### src/rtl/boolean_lut_sweep.sv
// Programmable N_IN-input / N_OUT-output boolean LUT with a registered evaluate
// path and a built-in exhaustive sweep that folds every table word into a checksum.
module boolean_lut_sweep #(
  parameter int N_IN   = 4,
  parameter int N_OUT  = 2,
  parameter int CSUM_W = 8
) (
  input  logic              clk,
  input  logic              rst_n,
  input  logic              cfg_we,
  input  logic [N_IN-1:0]   cfg_addr,
  input  logic [N_OUT-1:0]  cfg_data,
  input  logic              in_valid,
  input  logic [N_IN-1:0]   in_data,
  input  logic              start,
  output logic              out_valid,
  output logic [N_IN-1:0]   out_addr,
  output logic [N_OUT-1:0]  out_data,
  output logic              busy,
  output logic              done,
  output logic [CSUM_W-1:0] csum
);
  localparam int DEPTH = 1 << N_IN;

  typedef enum logic [1:0] {IDLE, SWEEP, DONE} state_t;

  state_t                        state, state_nxt;
  logic [N_IN-1:0]               cnt;
  logic [DEPTH-1:0][N_OUT-1:0]   tbl;
  logic                          busy_d, done_d;
  logic                          tbl_we;

  // Table is frozen outside IDLE so a sweep always sees a consistent function.
  assign tbl_we = cfg_we && (state == IDLE);

  always_ff @(posedge clk or negedge rst_n) begin
    if (!rst_n)      tbl <= '0;
    else if (tbl_we) tbl[cfg_addr] <= cfg_data;
  end

  always_ff @(posedge clk or negedge rst_n) begin
    if (!rst_n) state <= IDLE;
    else        state <= state_nxt;
  end

  always_comb begin
    state_nxt = state;
    case (state)
      IDLE:    if (start) state_nxt = SWEEP;
      SWEEP:   if (cnt == '1) state_nxt = DONE;
      DONE:    state_nxt = IDLE;
      default: state_nxt = IDLE;
    endcase
  end

  // Flags are registered one cycle behind the state so done lines up with the
  // cycle after the last sweep word is presented.
  always_comb begin
    busy_d = (state_nxt != IDLE) || (state == DONE);
    done_d = (state == DONE);
  end

  always_ff @(posedge clk or negedge rst_n) begin
    if (!rst_n) begin
      busy      <= 1'b0;
      done      <= 1'b0;
      cnt       <= '0;
      csum      <= '0;
      out_valid <= 1'b0;
      out_addr  <= '0;
      out_data  <= '0;
    end else begin
      busy <= busy_d;
      done <= done_d;
      case (state)
        IDLE: begin
          if (start) begin
            cnt       <= '0;
            csum      <= '0;
            out_valid <= 1'b0;
          end else if (in_valid) begin
            // Reads the pre-write word when cfg_we hits the same address.
            out_valid <= 1'b1;
            out_addr  <= in_data;
            out_data  <= tbl[in_data];
          end else begin
            out_valid <= 1'b0;
          end
        end
        SWEEP: begin
          out_valid <= 1'b1;
          out_addr  <= cnt;
          out_data  <= tbl[cnt];
          csum      <= csum + CSUM_W'(tbl[cnt]);
          cnt       <= cnt + N_IN'(1);
        end
        default: out_valid <= 1'b0;
      endcase
    end
  end

endmodule

### config.mk
export PLATFORM = sky130hd
export DESIGN_NAME = boolean_lut_sweep
export DESIGN_NICKNAME = d
export VERILOG_FILES = /design/src/rtl/boolean_lut_sweep.sv
export SDC_FILE = /design/constraint.sdc
export NUM_CORES = 1
export LEC_CHECK = 0
export CAP_MARGIN = 0
export CORE_MARGIN = 1
export CORE_UTILIZATION = 29
export CTS_BUF_LIST = sky130_fd_sc_hd__clkbuf_4 sky130_fd_sc_hd__clkbuf_8
export DETAILED_ROUTE_END_ITERATION = 8
export PLACE_DENSITY = 0.56
export SLEW_MARGIN = 10
export SYNTH_ARGS = -nofsm -noshare
export SYNTH_HDL_FRONTEND = slang
export SYNTH_SLANG_ARGS = --single-unit
### constraint.sdc
create_clock -name clk -period 2.7 [get_ports clk]
set_clock_uncertainty 0.15 [all_clocks]
set_input_delay 0.405 -clock clk [delete_from_list [all_inputs] [get_ports clk]]
set_output_delay 0.405 -clock clk [all_outputs]
set_load 0.01 [all_outputs]
==> Yosys cells after proc, flatten, opt, wreduce, memory -nomap -nowiden <==
Index checks and enable logic that the tools add are counted.
{ "totals": {"ff_bits": 55, "in_bits": 15} }
{ "classes": {"magnitude_cmp": 4, "n_addsub": 2, "muxes": 23, "n_reduce_logical": 8, "eq_ne": 6} }
{ "op_table": {"columns": ["op", "count"], "rows": [
  ["bitwise mux 32 bit", 1],
  ["binary-select mux 2 bit (select 4 bit)", 2],
  ["case mux 4 bit (2 select lines)", 2],
  ["case mux 8 bit (2 select lines)", 1],
  ["< comparator 4 x 5 -> 1 bit (second input constant)", 3],
  ["two-way mux 2 bit", 7],
  ["two-way mux 4 bit", 3],
  ["adder 8 x 2 -> 8 bit", 1],
  ["demux 2 bit (select 4 bit)", 1],
  ["two-way mux 8 bit", 1],
  ["case mux 2 bit (2 select lines)", 2],
  ["!= test 2 bit (second input constant)", 3],
  ["adder 4 x 1 -> 4 bit (second input constant)", 1],
  ["equality test 4 bit (second input constant)", 1],
  ["greater-or-equal comparator 4 x 1 -> 1 bit (second input constant)", 1],
  ["nonzero test 2 bit", 2],
  ["AND reduction 3 bit", 1],
  ["equality test 2 x 1 -> 1 bit (second input constant)", 1],
  ["equality test 2 bit (second input constant)", 1],
  ["logical AND 1 bit", 2],
  ["zero test 2 bit", 1],
  ["two-way mux 1 bit", 2],
  ["case mux 1 bit (2 select lines)", 1],
  ["AND reduction 2 bit", 1],
  ["logical OR 1 bit", 1]
]} }

==> Depth between registers and ports, before layout <==
{ "depth": {"word_depth": 5, "ltp_mapped": 9} }

==> Worst setup path before layout <==
Ideal clock, no wire load.
{ "synth_path": {"kind": "reg2reg", "start": "reg cnt[0]", "end": "reg csum[5]", "setup_time_ns": 0.128, "stages_incl_launch_ff": 10, "setup_slack_ns": 0.135, "arrival_ns": 2.286, "synth_period_minus_slack_ns": 2.565, "path_cell_list": "dfrtp_1 buf_6 mux4_1 nand2_1 nand4_1 ha_1 a21oi_1 nor3b_1 nand3_1 mux2i_1"} }
{ "synth_between": {"elab_chain_len": 4} }
{ "synth_lines": {"columns": ["item", "line", "text"], "rows": [
  ["start: declaration", "28", "logic [N_IN-1:0] cnt;"],
  ["start signal: assignment", "95", "cnt <= cnt + N_IN'(1);"],
  ["binary-select mux 2 bit (select 4 bit)", "94", "csum <= csum + CSUM_W'(tbl[cnt]);"],
  ["two-way mux 2 bit (not written as such)", "94", null],
  ["adder 8 x 2 -> 8 bit", "94", null],
  ["case mux 8 bit (2 select lines)", "75", "case (state)"],
  ["end signal: assignment", "94", null],
  ["end: declaration", "21", "output logic [CSUM_W-1:0] csum"]
]} }
No other way between the ends. The select of a mux whose other input is x is not followed.
A chain may end at the register's enable or synchronous reset.

==> Worst setup path after layout <==
{ "layout_path": {"start": "reg cnt[0]", "end": "reg csum[7]"} }
Same word-level chain as after synthesis.

==> results.json <==
{
  "io_pins": 32,
  "synthCells": 262,
  "die_area_um2": 10740,
  "synth_cell_type_count": 42,
  "synthesis.nets": 282,
  "grt_max_degree": 30,
  "synth_largest_area_cell": "dfrtp_1",
  "leakage_nw": 1.604,
  "slew_violations": 0,
  "cp-end-kind": "flip-flop",
  "clk_pin_slew_ns": 0.10,
  "mostFrequentLayoutCell": "dfrtp_1",
  "multi_input_area_um2": 1529,
  "status": "completed",
  "crit_top_cell": "buf_4",
  "p_per_area_nw_per_um2": 873.3,
  "rsz0062_at_grt": "true",
  "cts_tree": "yes",
  "period_share_pct": 93.65,
  "vias_per_cell": 4.977,
  "cts_max_level": 2,
  "crit_chain": "buf_4 -> mux4_2 -> nand2_1 -> nand4_1 -> ha_1 -> a21oi_2 -> nor3b_2 -> buf_4 -> nand3_1 -> mux2i_1",
  "grtUsageTotal_pct": 13.62,
  "yosys-top-cells-area": "dfrtp_1 (46%), mux2i_1 (7.0%), mux2_1 (6.8%)",
  "tightest_slew_ns": 0.6405,
  "drtPass1Iterations": 4,
  "num_antenna_cells": 0,
  "ys_seq_elements": 55,
  "hold_violations": 0,
  "yosys_warnings": 0,
  "ir_drop_mv": 0.2909,
  "die_h_um": 103.7,
  "wl_per_cell_um": 16.02,
  "grt_pass1_vias": 2182,
  "required_ns": 2.76,
  "layout.nets": 320,
  "crit_slowest_cell": "mux4_2",
  "dpl.hpwl_um": 5279,
  "synthToLayoutAreaGrowth_pct": 20.08,
  "drtIter0Drc": 107,
  "cts_buffer_depth": 2,
  "ys_seq_area_share_pct": 45.93,
  "core_um2": 9910,
  "drv_cap": 0,
  "seq_area_um2": 1379,
  "antenna_found_initial": 0,
  "start_util_pct": 30.24,
  "io_buffers": 31,
  "drc_errors": 0,
  "overflow": 0,
  "n_fill_cell": 1004,
  "design_power_total_w": 0.003143,
  "cts_root_buf": "clkbuf_8",
  "via_count": 2160,
  "cp_slowest_stage_delay_ns": 0.50,
  "ant_nets": 0,
  "numCtsBuffers": 5,
  "layout_common_cells": "dfrtp_1 (53), nand2_1 (33), clkdlybuf4s50_1 (30)",
  "clock_latency_ns": 0.32,
  "routed_wl_um": 6953,
  "worstSetupStartpointType": "flip-flop",
  "timing.hold.ws_ns": 0.3289,
  "final_layout_size_suffix_gt1_share_pct": 18.27,
  "final-setup-viol-count": 0,
  "relSlewSlack_pct": 57.30,
  "worst-path-max-fanout": 6,
  "cp.arrival_ns": 2.59,
  "period_needed_ns": 2.529,
  "criticalPathCategory": "flip-flop to flip-flop",
  "synth_top_area_share_pct": 45.93,
  "grt_pass1_wl_um": 11650,
  "synth_area_um2": 2997,
  "syn_avg_cell_area_um2": 11.44,
  "gp_congestion": 0.8531,
  "die_w_um": 103.7,
  "hold_path_class": "flip-flop to flip-flop",
  "rows": 36,
  "max_freq_mhz": 395.5,
  "cts.sink_count": 55
}
## through the flow
step | setup WS [ns] | instance area (µm²) | setup TNS, ns | utilization (%) | std cells
2_1_floorplan | 0.1354 | 2997 | 0 | - | 262
3_3_place_gp | -0.005364 | 3455 | -0.005364 | 34.86 | 420
3_5_place_dp | -0.02214 | 3455 | -0.04429 | 34.86 | 420
4_1_cts | 0.06715 | 3557 | 0 | 35.90 | 429
5_1_grt | -0.007832 | 3598 | -0.007832 | 36.31 | 434
6_report | 0.1714 | 3598 | 0 | 36.31 | 434
## state kept, by name (all words and copies together) (netlist names)
register	cells
done	1
state	2
out_valid	1
cnt	4
busy	1
csum	8
tbl	32
out_data	2
out_addr	4
## logic make-up after synthesis
logic type / count (synthesis) / synth area share, %
simple gates: 93 / 15.83
mux: 61 / 25.55
flops: 55 / 45.93
compound gates: 33 / 7.349
buf+inv: 15 / 3.006
fa+ha+maj: 5 / 2.338
## per-layer routing
metal | vias up | GRT usage (%) | part of all wire, %
met4 | 0 | 3.673 | 1.2
met1 | 1064 | 20.59 | 50
met2 | 60 | 19.94 | 43
li1 | 1029 | - | -
met5 | - | 0 | 0
met3 | 7 | 2.266 | 6.1
## worst paths after layout
check | startpoint | endpoint | slack [ns] | depth (start not counted)
worst max register to register | cnt[0] | csum[7] | 0.17 | 10
worst min-delay path | csum[7] | csum[7] | 0.33 | 1
min in group asynchronous | rst_n | tbl[6] | 0.49 | 2
worst min register to register | csum[7] | csum[7] | 0.33 | 1
worst max-delay path | cnt[0] | csum[7] | 0.17 | 10
max in group asynchronous | rst_n | cnt[0] | 1.32 | 3
## worst max-delay path, delay by kind of cell, from the launching register on
kind,cells,cell delay [ns]
buffers and inverters,2,0.30
AOI/OAI and AO/OA,1,0.06
DFF,1,0.44
and+or+nand+nor,4,0.52
muxes,2,0.63
adders and majority gates,1,0.32
## where the power goes
part	internal, W	switching [W]	total [W]
Combinational	0.000692	0.000567	0.00126
Clock	0.000187	0.000290	0.000477
Sequential	0.00109	0.000320	0.00141
Total	0.00197	0.00118	0.00314
## final cells by class
class,count,share of cell area (%)
clock buffer,5,1.912
clock inverter,3,0.6259
inverter,1,0.1043
multi-input combinational,192,42.49
sequential,55,38.32
tap,133,4.624
timing repair buffer,45,11.93
## cell usage after synthesis (all sizes together)
| library cell | number |
|---|---|
| fa | 1 |
| mux2 | 32 |
| and3 | 3 |
| a211o | 1 |
| nor4b | 1 |
| and2b | 2 |
| nor2b | 7 |
| and4 | 1 |
| a41o | 1 |
| nand4b | 1 |
| buf | 6 |
| dfrtp | 55 |
| nand4 | 7 |
| clkbuf | 8 |
| a22oi | 13 |
| o21bai | 1 |
| mux2i | 21 |
| ha | 4 |
| mux4 | 8 |
| a32o | 1 |
| nor3b | 1 |
| nand3 | 12 |
| nand2b | 5 |
| inv | 1 |
| nor2 | 14 |
| o21ai | 12 |
| nor4 | 1 |
| a21oi | 3 |
| nand2 | 33 |
| and2 | 2 |
| a31oi | 1 |
| nor3 | 3 |
## timing repair
action	CTS	global route
setup endpoints to repair	4	4
resized for setup	1	11
pin swaps	0	3
hold buffers	1	0
hold endpoints to repair	26	0
buffers inserted	0	5
Power figures use the tool's default switching activity.
